$ cat src/rtl/common_types.sv
`default_nettype none
// ============================================================================
// Module      : common_types (package)
// Description : Shared types for the 6502 instruction encoder: address/data
//               widths, bus direction, mnemonic and addressing-mode enums,
//               encoder FSM states and an instruction-length helper.
// Revision    : 1.0 - initial release
// ============================================================================
package common_types;

    typedef logic [15:0] addr_t;
    typedef logic [7:0]  data_t;

    typedef enum logic {
        READ  = 1'b0,
        WRITE = 1'b1
    } rw_t;

    // Mnemonics grouped by their opcode family so the encoder can decode them
    // by range; _uopc_ marks an unknown/unsupported mnemonic.
    typedef enum logic [5:0] {
        ORA, AND, EOR, ADC, STA, LDA, CMP, SBC,
        ASL, ROL, LSR, ROR, STX, LDX, DEC, INC,
        BIT, JMP, STY, LDY, CPY, CPX,
        BPL, BMI, BVC, BVS, BCC, BCS, BNE, BEQ,
        JSR,
        BRK, PHP, CLC, PLP, SEC, RTI, PHA, CLI, RTS, PLA, SEI, DEY, TXA,
        TYA, TXS, TAY, TAX, CLV, TSX, INY, DEX, CLD, INX, NOP, SED,
        HLT, _uopc_
    } opc_t;

    // INDY is used as the absolute-indirect form (only JMP accepts it).
    typedef enum logic [3:0] {
        IMP, ACC, IMM, ZP, ZPX, ZPY, IXID, IDIX, REL,
        ABS, ABSX, ABSY, INDY, _uaddmod_
    } addmod_t;

    typedef enum logic [1:0] {
        IDLE    = 2'd0,
        EMIT_OP = 2'd1,
        EMIT_LO = 2'd2,
        EMIT_HI = 2'd3
    } enc_state_t;

    // Instruction length in bytes implied by the addressing mode alone.
    function automatic logic [1:0] mode_length(input addmod_t m);
        logic [1:0] len;
        case (m)
            IMP, ACC:                          len = 2'd1;
            IMM, ZP, ZPX, ZPY, IXID, IDIX, REL: len = 2'd2;
            ABS, ABSX, ABSY, INDY:             len = 2'd3;
            default:                           len = 2'd1;
        endcase
        return len;
    endfunction

endpackage
`default_nettype wire

$ cat src/rtl/opc_encode.sv
`default_nettype none
// ============================================================================
// Module      : opc_encode
// Description : Combinational NMOS 6502 opcode encoder. Maps a mnemonic and
//               addressing mode to the opcode byte, instruction length and a
//               legality flag for the pair.
// Revision    : 1.0 - initial release
// ============================================================================
module opc_encode
    import common_types::*;
(
    input  opc_t       i_opc,
    input  addmod_t    i_mode,
    output data_t      o_byte,
    output logic [1:0] o_length,
    output logic       o_legal
);

    localparam logic [2:0] c_K_BAD = 3'd0;  // unknown mnemonic
    localparam logic [2:0] c_K_G1  = 3'd1;  // aaabbb01 ALU group
    localparam logic [2:0] c_K_G2  = 3'd2;  // aaabbb10 shift/X group
    localparam logic [2:0] c_K_G0  = 3'd3;  // aaabbb00 BIT/Y/compare group
    localparam logic [2:0] c_K_BR  = 3'd4;  // xxy10000 branches
    localparam logic [2:0] c_K_JMP = 3'd5;
    localparam logic [2:0] c_K_JSR = 3'd6;
    localparam logic [2:0] c_K_IMP = 3'd7;  // single-byte table

    logic [2:0] w_kind;
    logic [2:0] w_aaa;
    logic [2:0] w_bbb;
    logic       w_ok;
    data_t      w_tbl;

    // Classify the mnemonic into its opcode family and extract its aaa field.
    always_comb begin
        w_kind = c_K_BAD;
        w_aaa  = 3'd0;
        w_tbl  = 8'h00;
        case (i_opc)
            ORA: begin w_kind = c_K_G1; w_aaa = 3'd0; end
            AND: begin w_kind = c_K_G1; w_aaa = 3'd1; end
            EOR: begin w_kind = c_K_G1; w_aaa = 3'd2; end
            ADC: begin w_kind = c_K_G1; w_aaa = 3'd3; end
            STA: begin w_kind = c_K_G1; w_aaa = 3'd4; end
            LDA: begin w_kind = c_K_G1; w_aaa = 3'd5; end
            CMP: begin w_kind = c_K_G1; w_aaa = 3'd6; end
            SBC: begin w_kind = c_K_G1; w_aaa = 3'd7; end
            ASL: begin w_kind = c_K_G2; w_aaa = 3'd0; end
            ROL: begin w_kind = c_K_G2; w_aaa = 3'd1; end
            LSR: begin w_kind = c_K_G2; w_aaa = 3'd2; end
            ROR: begin w_kind = c_K_G2; w_aaa = 3'd3; end
            STX: begin w_kind = c_K_G2; w_aaa = 3'd4; end
            LDX: begin w_kind = c_K_G2; w_aaa = 3'd5; end
            DEC: begin w_kind = c_K_G2; w_aaa = 3'd6; end
            INC: begin w_kind = c_K_G2; w_aaa = 3'd7; end
            BIT: begin w_kind = c_K_G0; w_aaa = 3'd1; end
            STY: begin w_kind = c_K_G0; w_aaa = 3'd4; end
            LDY: begin w_kind = c_K_G0; w_aaa = 3'd5; end
            CPY: begin w_kind = c_K_G0; w_aaa = 3'd6; end
            CPX: begin w_kind = c_K_G0; w_aaa = 3'd7; end
            BPL: begin w_kind = c_K_BR; w_aaa = 3'd0; end
            BMI: begin w_kind = c_K_BR; w_aaa = 3'd1; end
            BVC: begin w_kind = c_K_BR; w_aaa = 3'd2; end
            BVS: begin w_kind = c_K_BR; w_aaa = 3'd3; end
            BCC: begin w_kind = c_K_BR; w_aaa = 3'd4; end
            BCS: begin w_kind = c_K_BR; w_aaa = 3'd5; end
            BNE: begin w_kind = c_K_BR; w_aaa = 3'd6; end
            BEQ: begin w_kind = c_K_BR; w_aaa = 3'd7; end
            JMP: w_kind = c_K_JMP;
            JSR: w_kind = c_K_JSR;
            BRK: begin w_kind = c_K_IMP; w_tbl = 8'h00; end
            PHP: begin w_kind = c_K_IMP; w_tbl = 8'h08; end
            CLC: begin w_kind = c_K_IMP; w_tbl = 8'h18; end
            PLP: begin w_kind = c_K_IMP; w_tbl = 8'h28; end
            SEC: begin w_kind = c_K_IMP; w_tbl = 8'h38; end
            RTI: begin w_kind = c_K_IMP; w_tbl = 8'h40; end
            PHA: begin w_kind = c_K_IMP; w_tbl = 8'h48; end
            CLI: begin w_kind = c_K_IMP; w_tbl = 8'h58; end
            RTS: begin w_kind = c_K_IMP; w_tbl = 8'h60; end
            PLA: begin w_kind = c_K_IMP; w_tbl = 8'h68; end
            SEI: begin w_kind = c_K_IMP; w_tbl = 8'h78; end
            DEY: begin w_kind = c_K_IMP; w_tbl = 8'h88; end
            TXA: begin w_kind = c_K_IMP; w_tbl = 8'h8A; end
            TYA: begin w_kind = c_K_IMP; w_tbl = 8'h98; end
            TXS: begin w_kind = c_K_IMP; w_tbl = 8'h9A; end
            TAY: begin w_kind = c_K_IMP; w_tbl = 8'hA8; end
            TAX: begin w_kind = c_K_IMP; w_tbl = 8'hAA; end
            CLV: begin w_kind = c_K_IMP; w_tbl = 8'hB8; end
            TSX: begin w_kind = c_K_IMP; w_tbl = 8'hBA; end
            INY: begin w_kind = c_K_IMP; w_tbl = 8'hC8; end
            DEX: begin w_kind = c_K_IMP; w_tbl = 8'hCA; end
            CLD: begin w_kind = c_K_IMP; w_tbl = 8'hD8; end
            INX: begin w_kind = c_K_IMP; w_tbl = 8'hE8; end
            NOP: begin w_kind = c_K_IMP; w_tbl = 8'hEA; end
            SED: begin w_kind = c_K_IMP; w_tbl = 8'hF8; end
            HLT: begin w_kind = c_K_IMP; w_tbl = 8'h02; end
            default: w_kind = c_K_BAD;
        endcase
    end

    // Pick the bbb field for the mode, check the pair is a real NMOS opcode
    // and assemble the byte.
    always_comb begin
        w_bbb    = 3'd0;
        w_ok     = 1'b0;
        o_byte   = 8'h00;
        o_length = mode_length(i_mode);
        case (w_kind)
            c_K_G1: begin
                w_ok = 1'b1;
                case (i_mode)
                    IXID:    w_bbb = 3'd0;
                    ZP:      w_bbb = 3'd1;
                    IMM:     begin w_bbb = 3'd2; w_ok = (i_opc != STA); end
                    ABS:     w_bbb = 3'd3;
                    IDIX:    w_bbb = 3'd4;
                    ZPX:     w_bbb = 3'd5;
                    ABSY:    w_bbb = 3'd6;
                    ABSX:    w_bbb = 3'd7;
                    default: w_ok  = 1'b0;
                endcase
                o_byte = {w_aaa, w_bbb, 2'b01};
            end
            c_K_G2: begin
                // STX/LDX (aaa 4/5) index with Y where the others use X.
                case (i_mode)
                    IMM:     begin w_bbb = 3'd0; w_ok = (w_aaa == 3'd5); end
                    ZP:      begin w_bbb = 3'd1; w_ok = 1'b1; end
                    ACC:     begin w_bbb = 3'd2; w_ok = (w_aaa < 3'd4); end
                    ABS:     begin w_bbb = 3'd3; w_ok = 1'b1; end
                    ZPX:     begin w_bbb = 3'd5; w_ok = (w_aaa != 3'd4) && (w_aaa != 3'd5); end
                    ZPY:     begin w_bbb = 3'd5; w_ok = (w_aaa == 3'd4) || (w_aaa == 3'd5); end
                    ABSX:    begin w_bbb = 3'd7; w_ok = (w_aaa != 3'd4) && (w_aaa != 3'd5); end
                    ABSY:    begin w_bbb = 3'd7; w_ok = (w_aaa == 3'd5); end
                    default: w_ok = 1'b0;
                endcase
                o_byte = {w_aaa, w_bbb, 2'b10};
            end
            c_K_G0: begin
                case (i_mode)
                    IMM:     begin w_bbb = 3'd0; w_ok = (w_aaa >= 3'd5); end
                    ZP:      begin w_bbb = 3'd1; w_ok = 1'b1; end
                    ABS:     begin w_bbb = 3'd3; w_ok = 1'b1; end
                    ZPX:     begin w_bbb = 3'd5; w_ok = (w_aaa == 3'd4) || (w_aaa == 3'd5); end
                    ABSX:    begin w_bbb = 3'd7; w_ok = (w_aaa == 3'd5); end
                    default: w_ok = 1'b0;
                endcase
                o_byte = {w_aaa, w_bbb, 2'b00};
            end
            c_K_BR: begin
                w_ok   = (i_mode == REL);
                o_byte = {w_aaa, 5'b10000};
            end
            c_K_JMP: begin
                w_ok   = (i_mode == ABS) || (i_mode == INDY);
                o_byte = (i_mode == INDY) ? 8'h6C : 8'h4C;
            end
            c_K_JSR: begin
                w_ok   = (i_mode == ABS);
                o_byte = 8'h20;
            end
            c_K_IMP: begin
                w_ok   = (i_mode == IMP);
                o_byte = w_tbl;
            end
            default: w_ok = 1'b0;
        endcase
        o_legal = w_ok;
    end

endmodule
`default_nettype wire

$ cat src/rtl/instr_encoder.sv
`default_nettype none
// ============================================================================
// Module      : instr_encoder
// Description : Accepts 6502 instruction descriptors and writes the encoded
//               bytes (opcode, operand low, operand high) one per cycle to a
//               byte-wide memory port, advancing a 16-bit write pointer.
// Revision    : 1.0 - initial release
// ============================================================================
module instr_encoder
    import common_types::*;
#(
    parameter addr_t RESET_ORG = 16'h0000
) (
    input  logic    clk,
    input  logic    rst,
    input  logic    org_valid,
    input  addr_t   org_addr,
    input  logic    in_valid,
    output logic    in_ready,
    input  opc_t    in_opc,
    input  addmod_t in_mode,
    input  addr_t   in_operand,
    output addr_t   mem_addr,
    output data_t   mem_data,
    output rw_t     mem_rw,
    output logic    mem_we,
    output logic    err,
    output addr_t   pc
);

    enc_state_t r_state;
    enc_state_t w_next_state;

    addr_t      r_pc;
    data_t      r_opcode;
    logic [1:0] r_len;
    addr_t      r_operand;
    addr_t      r_mem_addr;
    data_t      r_mem_data;
    rw_t        r_mem_rw;
    logic       r_mem_we;
    logic       r_err;

    data_t      w_enc_byte;
    logic [1:0] w_enc_len;
    logic       w_enc_legal;
    logic       w_idle;
    logic       w_accept;
    logic       w_emit;
    data_t      w_emit_data;

    opc_encode u_opc_encode (
        .i_opc    (in_opc),
        .i_mode   (in_mode),
        .o_byte   (w_enc_byte),
        .o_length (w_enc_len),
        .o_legal  (w_enc_legal)
    );

    assign w_idle   = (r_state == IDLE);
    assign w_accept = in_valid && w_idle;
    assign w_emit   = !w_idle;

    // State register.
    always_ff @(posedge clk) begin
        if (rst) begin
            r_state <= IDLE;
        end else begin
            r_state <= w_next_state;
        end
    end

    // Next state and the byte the current emit state puts on the bus.
    always_comb begin
        w_next_state = r_state;
        w_emit_data  = r_opcode;
        case (r_state)
            IDLE: begin
                if (w_accept && w_enc_legal) begin
                    w_next_state = EMIT_OP;
                end
            end
            EMIT_OP: begin
                w_emit_data = r_opcode;
                if (r_len == 2'd1) begin
                    w_next_state = IDLE;
                end else begin
                    w_next_state = EMIT_LO;
                end
            end
            EMIT_LO: begin
                w_emit_data = r_operand[7:0];
                if (r_len == 2'd2) begin
                    w_next_state = IDLE;
                end else begin
                    w_next_state = EMIT_HI;
                end
            end
            EMIT_HI: begin
                w_emit_data  = r_operand[15:8];
                w_next_state = IDLE;
            end
            default: w_next_state = IDLE;
        endcase
    end

    // Datapath: write pointer, latched instruction and registered bus/err.
    // Each emit state's byte is registered at the end of that state, so a
    // reset during a later state cancels every byte not yet registered.
    always_ff @(posedge clk) begin
        if (rst) begin
            r_pc       <= RESET_ORG;
            r_opcode   <= 8'h00;
            r_len      <= 2'd0;
            r_operand  <= 16'h0000;
            r_mem_addr <= 16'h0000;
            r_mem_data <= 8'h00;
            r_mem_rw   <= READ;
            r_mem_we   <= 1'b0;
            r_err      <= 1'b0;
        end else begin
            r_err    <= w_accept && !w_enc_legal;
            r_mem_we <= w_emit;
            r_mem_rw <= w_emit ? WRITE : READ;
            if (w_emit) begin
                r_mem_addr <= r_pc;
                r_mem_data <= w_emit_data;
                r_pc       <= r_pc + 16'd1;
            end else begin
                // Origin load applies before the first byte of an
                // instruction accepted in the same cycle.
                if (org_valid) begin
                    r_pc <= org_addr;
                end
                if (w_accept && w_enc_legal) begin
                    r_opcode  <= w_enc_byte;
                    r_len     <= w_enc_len;
                    r_operand <= in_operand;
                end
            end
        end
    end

    assign in_ready = w_idle;
    assign mem_addr = r_mem_addr;
    assign mem_data = r_mem_data;
    assign mem_rw   = r_mem_rw;
    assign mem_we   = r_mem_we;
    assign err      = r_err;
    assign pc       = r_pc;

endmodule
`default_nettype wire

$ cat config.mk
export PLATFORM = sky130hd
export DESIGN_NAME = instr_encoder
export DESIGN_NICKNAME = d
export VERILOG_FILES = /design/src/rtl/common_types.sv /design/src/rtl/opc_encode.sv /design/src/rtl/instr_encoder.sv
export SDC_FILE = /design/constraint.sdc
export NUM_CORES = 1
export LEC_CHECK = 0
export ABC_CLOCK_PERIOD_IN_PS = 2800
export CAP_MARGIN = 5
export CORE_AREA = 4 4 95 97
export CTS_CLUSTER_SIZE = 8
export DETAILED_ROUTE_END_ITERATION = 7
export DIE_AREA = 0 0 99 101
export PLACE_DENSITY = 0.79
export SLEW_MARGIN = 0
export SYNTH_ARGS = -nofsm -noshare
export SYNTH_HDL_FRONTEND = slang
export SYNTH_HIERARCHICAL = 1
export SYNTH_SLANG_ARGS = --single-unit
export TNS_END_PERCENT = 10
$ cat constraint.sdc
create_clock -name clk -period 2.8 [get_ports clk]
set_input_delay 0.56 -clock clk [delete_from_list [all_inputs] [get_ports clk]]
set_output_delay 0.56 -clock clk [all_outputs]
set_load 0.05 [all_outputs]
==> impl_metrics.py, run 1 <==
metrics = {
    "status": {
        "status": "finished, final reports clean",
    },
    "yosys": {
        "synthArstFlopShare_pct": 0,
        "syn-cell-area_um2": 4061,
        "synth_fp_nets": 583,
        "synthCells": 536,
        "ys_seq_area_share_pct": 34.50,
        "synth_ff_type": "dfxtp_1",
        "ys_warn_count": 6,
        "syn_avg_cell_area_um2": 7.577,
        "synth_seq_cells": 70,
        "synth_edf_count": 0,
        "yosysUniqueCellTypes": 68,
    },
    "routing": {
        "avgRoutedWirePerCell_um": 16.36,
        "viasPerCell": 5.791,
        "drt-total-wl_mm": 12.66,
        "vias": 4482,
        "drc_errors": 0,
        "first_pass_iters": 5,
        "postRouteAntennaNets": 0,
        "initialDrtViolationCount": 294,
    },
    "die": {
        "start_util_pct": 49.93,
        "die_area_um2": 9999,
        "io_pins": 90,
        "chipHeight_um": 101,
        "die_w_um": 99,
        "coreArea_um2": 8134,
        "floorplan.rows": 33,
    },
    "grt": {
        "grt.total_usage_pct": 25.36,
        "grt-ovfl-total": 0,
        "antenna_found_initial": 0,
        "grt_pass1_wl_mm": 20.53,
        "grt_max_degree": 37,
        "grt_pass1_vias": 4163,
    },
    "setup_path": {
        "r2r-start": "r_state[0]",
        "crit_path_end_kind": "flop",
        "reg2reg_depth": 7,
        "required_ns": 3.07,
        "reg2reg_slack_ns": 0.73,
        "slowest_stage": "clkdlybuf4s50_1",
        "worstPathCellList": "clkdlybuf4s50_1 -> or3b_4 -> a2111o_1 -> a31oi_1 -> o21bai_1 -> nand4_1 -> and3_4 -> buf_12 -> nand2_1 -> a21oi_1",
        "crit_arrival_ns": 2.94,
        "startpoint_type": "primary input",
        "cpPeakStageDelay_ns": 0.50,
        "cp_max_fo": 26,
        "critical_path_class": "primary input to flop",
        "reg2reg_to": "r_operand[8]",
    },
    "pwr": {
        "switching_share_pct": 32.13,
        "p_switching_mw": 0.8400,
        "powerDensity_nw_per_um2": 458.2,
        "leakage_nw": 2.103,
        "power_frac_comb_pct": 26.6,
        "power_frac_seq_pct": 42.0,
        "ir_worst_vdd_mv": 0.2182,
        "p_int_mw": 1.775,
        "p_clk_share_pct": 31.3,
    },
    "sta": {
        "slew_violations": 0,
        "rsz0062_at_grt": "false",
        "setup_viol": 0,
        "finalCriticalPeriod_ns": 2.671,
        "slew_headroom_pct": 56.42,
        "tightest_slew_ns": 0.6537,
        "final.period_utilization_pct": 95.40,
        "totalNegativeSetupSlack_ns": 0,
        "hold_slack_ns": 0.4496,
        "fmax_mhz": 374.4,
        "hold_violations": 0,
        "fin_worst_skew_ns": 0.01138,
    },
    "placement": {
        "gp_congestion": 0.9089,
        "port_buffers": 89,
        "hpwl_mm": 9.384,
    },
    "clocking": {
        "path_clk_slew_ns": 0.08,
        "clock_path_buffers": 2,
        "clock-sinks": 70,
        "clk_latency_ns": 0.34,
        "cts_inserted_buffers": 9,
        "htree_levels": 3,
        "post_cts_buffers": 0,
        "cts_tree": "done",
        "root_buffer": "clkbuf_8",
    },
    "finish": {
        "seq_area_um2": 1401,
        "area_growth_pct": 40.51,
        "fillers": 648,
        "drive_gt1_share_pct": 17.34,
        "final_cell_mix": "nand2_1, clkdlybuf4s50_1, a21oi_1",
        "insertedDiodeCount": 0,
        "final_common_cell": "nand2_1",
        "multi_input_area_um2": 2431,
        "num-nets-final": 711,
    },
    "worst_hold_path": {
        "min_path_cells": 2,
        "worst_hold_path_type": "flop to flop",
        "hold_path_end": "mem_addr[0]",
        "hp-start": "mem_addr[0]",
    },
    "job": {
        "drv_cap": 0,
    },
}
[kinds of logic (layout without fill, tap and decap cells)]
family | after synthesis | count (layout) | synth area share (%)
adder cells (fa/ha/maj) | 2 | 2 | 0.5545
multiplexers | 14 | 14 | 6.161
flip-flops | 70 | 70 | 34.50
buffers and inverters | 58 | 191 | 6.623
AO/OA/AOI/OAI | 144 | 144 | 21.81
XOR/XNOR | 8 | 8 | 1.725
AND/OR/NAND/NOR | 240 | 240 | 28.62
[power by group through the flow]
stage | clock network (mW) | logic [mW] | registers [mW]
2_1_floorplan | 0 | 0.303 | 1.21
3_3_place_gp | 0 | 0.678 | 1.12
3_5_place_dp | 0 | 0.684 | 1.12
4_1_cts | 0.834 | 0.689 | 1.10
5_1_grt | 0.876 | 0.747 | 1.11
6_report | 0.819 | 0.696 | 1.10
[metal layers]
metal	track usage [%]	part of all wire [%]	vias to the layer above
li1	-	-	2180
met1	32.31	41	2103
met3	4.498	5.4	34
met4	9.874	2.9	0
met2	42.72	51	165
met5	0	0	-
[per-stage QoR]
step           total power, mW  setup slack (ns)  util, %  area [um2]  cells
2_1_floorplan            1.517            0.3447        -        4061    536
5_1_grt                  2.729          0.006384    70.16        5707    774
3_5_place_dp             1.804           -0.3226    67.14        5461    758
3_3_place_gp             1.794           -0.2683    67.14        5461    758
6_report                 2.615            0.1289    70.16        5707    774
4_1_cts                  2.619         0.0009905    69.60        5662    774
[worst max-delay path, delay by kind of cell]
kind / cells / cell delay [ns]
AND/OR/NAND/NOR: 4 / 0.87
buffers and inverters: 2 / 0.66
AO/OA/AOI/OAI: 4 / 0.85
[cell usage after synthesis, drive strengths merged (3+ instances only)]
library cell	count	share of area [%]
or3	3	0.46
o211ai	4	0.74
nand2b	6	0.92
dfxtp	70	35
o32ai	3	0.65
nor4	12	1.8
mux2i	4	0.99
a211oi	7	1.3
nand2	115	11
o22ai	4	0.62
or2	5	0.77
clkbuf	18	1.7
nand3	16	2.1
a21oi	77	9.6
nor2b	18	2.8
a211o	3	0.65
nor3b	6	1.1
nor2	23	2.1
a31oi	6	0.92
and2	3	0.46
a21boi	3	0.55
mux4	8	4.6
nor3	9	1.1
inv	11	1.0
or4	3	0.55
nand4	11	1.7
o21ai	15	1.8
a2bb2oi	3	0.65
xor2	3	0.65
xnor2	5	1.1
buf	29	3.9
[how the worst max path moves through the flow]
| stage | slack [ns] | to | depth (start not counted) | start |
|---|---|---|---|---|
| after floorplan | 0.34 | r_opcode[1] | 11 | in_opc[5] |
| after global placement | -0.27 | r_opcode[1] | 13 | in_opc[3] |
| after detailed placement | -0.32 | r_operand[3] | 13 | in_opc[3] |
| after CTS | 0.001 | r_operand[8] | 13 | in_opc[3] |
| after global routing | 0.006 | r_len[1] | 13 | in_opc[4] |
| final | 0.13 | r_operand[8] | 10 | in_opc[2] |
[state kept, by name, indices dropped and copies added (netlist names)]
signal and cells:
r_opcode 8, pc 16, r_operand 16, mem_data 8, r_state 2, mem_addr 16, err 1, mem_rw 1
r_len 2
[timing repair]
| action | 4_1_cts | 5_1_grt |
|---|---|---|
| hold buffers | 0 | 0 |
| endpoints found under the setup margin | 0 | 27 |
| gates resized for setup | 0 | 11 |
[final cells by class]
type                    instances  share of cell area [%]
well taps                     105                   2.302
flip-flops and latches         70                   24.56
multi-input cells             408                   42.60
clock inverters                 5                   1.030
inverters                      11                  0.7235
repair buffers                164                   26.31
clock buffers                  11                   2.478
Power figures use the tool's default switching activity.
==> inputs of run 2 (changes only) <==
- CELL_PAD_IN_SITES_DETAIL_PLACEMENT: unset -> 0
- CELL_PAD_IN_SITES_GLOBAL_PLACEMENT: unset -> 1
- CORE_AREA: 4 4 95 97 -> 4 4 110 112
- DIE_AREA: 0 0 99 101 -> 0 0 114 116
- PLACE_DENSITY: 0.79 -> unset
- PLACE_DENSITY_LB_ADDON: unset -> 0.1
==> run 2 against run 1 <==
Global-route usage is 5.8 points lower. Clock power increased by 64%. Sequential share of layout area down 0.86 points. Via count down 3.2%.
==> impl_metrics.py, run 2 (synthesis results as in run 1) <==
metrics = {
    "status": {
        "status": "finished, final reports clean",
    },
    "routing": {
        "route.met2.wl_mm": 5.997,
        "avgRoutedWirePerCell_um": 15.72,
        "postRouteAntennaNets": 0,
        "first_pass_iters": 6,
        "highest_layer": "met4",
        "initialDrtViolationCount": 274,
        "route.met3.wl_um": 586,
        "viasPerCell": 5.341,
        "drc_errors": 0,
        "drt-total-wl_mm": 12.76,
        "wl_met1_mm": 6.018,
        "vias": 4337,
    },
    "setup_path": {
        "crit_path_end_kind": "flop",
        "startpoint_type": "primary input",
        "required_ns": 3.00,
        "reg2reg_depth": 4,
        "reg2reg_to": "pc[15]",
        "cpPeakStageDelay_ns": 0.47,
        "crit_path_end": "r_operand[6]",
        "slowest_stage": "clkdlybuf4s50_1",
        "cp_max_fo": 26,
        "reg2reg_slack_ns": 1.01,
        "critical_path_class": "primary input to flop",
        "critPathBufInv": 3,
        "r2r-start": "pc[4]",
        "crit_start": "in_opc[1]",
        "crit_arrival_ns": 2.87,
        "critPathTopFamily": "buffers and inverters",
        "path_depth": 11,
        "worstPathCellList": "clkdlybuf4s50_1 -> buf_4 -> a211o_1 -> a22oi_1 -> nor4_1 -> a211oi_1 -> nand4_1 -> and3_4 -> buf_12 -> nand2_1 -> a21oi_1",
    },
    "sta": {
        "fin_worst_skew_ns": 0.008700,
        "hold_slack_ns": 0.4472,
        "setup_viol": 0,
        "rsz0062_at_grt": "false",
        "totalNegativeSetupSlack_ns": 0,
        "slew_violations": 0,
        "finalCriticalPeriod_ns": 2.669,
        "fmax_mhz": 374.7,
        "slew_headroom_pct": 54.02,
        "tightest_slew_ns": 0.6896,
        "final.period_utilization_pct": 95.33,
        "hold_violations": 0,
    },
    "finish": {
        "design_area_um2": 5913,
        "stdcell_count": 812,
        "num-nets-final": 712,
        "drive_gt1_share_pct": 17.79,
        "final_common_cell": "nand2_1",
        "area_growth_pct": 45.59,
        "insertedDiodeCount": 0,
        "final_cell_mix": "nand2_1, clkdlybuf4s50_1, a21oi_1",
    },
    "placement": {
        "port_buffers": 89,
        "placed_cell_area_um2": 5504,
        "gp_congestion": 0.9087,
        "hpwl_mm": 9.368,
        "dp.cells": 797,
    },
    "clocking": {
        "clk_latency_ns": 0.33,
        "cts_tree": "done",
        "path_clk_slew_ns": 0.05,
        "htree_levels": 3,
        "clock-sinks": 70,
        "cts_inserted_buffers": 9,
        "clock_path_buffers": 2,
        "ctsHoldBuffers": 0,
        "root_buffer": "clkbuf_16",
    },
    "pwr": {
        "ir_worst_vdd_mv": 0.3459,
        "powerDensity_nw_per_um2": 530.6,
        "leakage_nw": 2.195,
        "total_power_mw": 3.137,
    },
    "die": {
        "chipHeight_um": 116,
        "die_area_um2": 13220,
        "floorplan.rows": 39,
        "start_util_pct": 36.19,
        "io_pins": 90,
        "die_w_um": 114,
        "coreArea_um2": 11220,
    },
    "grt": {
        "grt_pass1_vias": 4171,
        "antenna_found_initial": 0,
        "grt_max_degree": 37,
        "grt-ovfl-total": 0,
        "grt.total_usage_pct": 19.55,
        "grt_pass1_wl_mm": 20.99,
    },
    "worst_hold_path": {
        "worst_hold_path_type": "flop to flop",
    },
    "job": {
        "drv_cap": 0,
    },
}
==> run 2: cell count changes in the layout (fill, tap and decap cells not counted), sizes merged <==
cell,previous run,this run
clkdlybuf4s50,85,84
clkinvlp,2,0
buf,77,78
bufinv,1,3
dlymetal6s2s,2,3
clkbuf,11,12
clkinv,2,0
==> run 2: per-stage QoR <==
| stage | util, % | worst slack, ns |
|---|---|---|
| 6_report | 52.69 | 0.1308 |
| 5_1_grt | 52.69 | 0.003002 |
| 4_1_cts | 52.22 | 0.01860 |
| 3_5_place_dp | 49.04 | -0.3138 |
| 3_3_place_gp | 49.04 | -0.3223 |
| 2_1_floorplan | - | 0.3447 |
==> run 2: power by group <==
part / internal, mW / total (mW) / switching [mW]
Clock: 0.938 / 1.34 / 0.404
Sequential: 1.04 / 1.09 / 0.0487
Combinational: 0.298 / 0.703 / 0.405
==> run 2: worst min-delay path: stages (launching register included) <==
cell and delay, ns:
dfxtp_1 0.30, nand2_1 0.05, a21oi_1 0.05
==> run 2: worst min path at each step <==
stage	endpoint	slack (ns)	depth (start not counted)	startpoint
floorplan	r_operand[0]	0.43	2	r_operand[0]
global placement	r_operand[8]	0.44	2	r_operand[8]
detailed placement	r_operand[0]	0.44	2	r_operand[0]
CTS	r_operand[0]	0.45	2	r_operand[0]
global route	r_opcode[4]	0.47	2	r_opcode[4]
finish	r_operand[0]	0.45	2	r_operand[0]
==> run 2: repair_timing <==
item,4_1_cts,5_1_grt
setup buffers,0,0
setup endpoints to repair,0,27
resized for setup,0,13
==> run 2: final cells by class <==
cell class                 instances  area [um2]
inverter                          11       41.29
timing repair buffer             165        1503
multi-input combinational        408        2432
sequential                        70        1401
tap                              143       178.9
fill                            1101        5310
clock inverter                     3       90.09
clock buffer                      12       266.5
==> run 2: routing by layer <==
metal / track usage [%] / vias to the layer above
met1: 27.60 / 2037
li1: - / 2175
met4: 5.701 / 0
met2: 30.87 / 115
met5: 0 / -
met3: 3.133 / 10
==> inputs of run 3 (changes only) <==
- CAP_MARGIN: 5 -> 20
- SKIP_LAST_GASP: unset -> 1
==> results of run 3 <==
Final layout, timing and power as in run 2 (identical DEF).
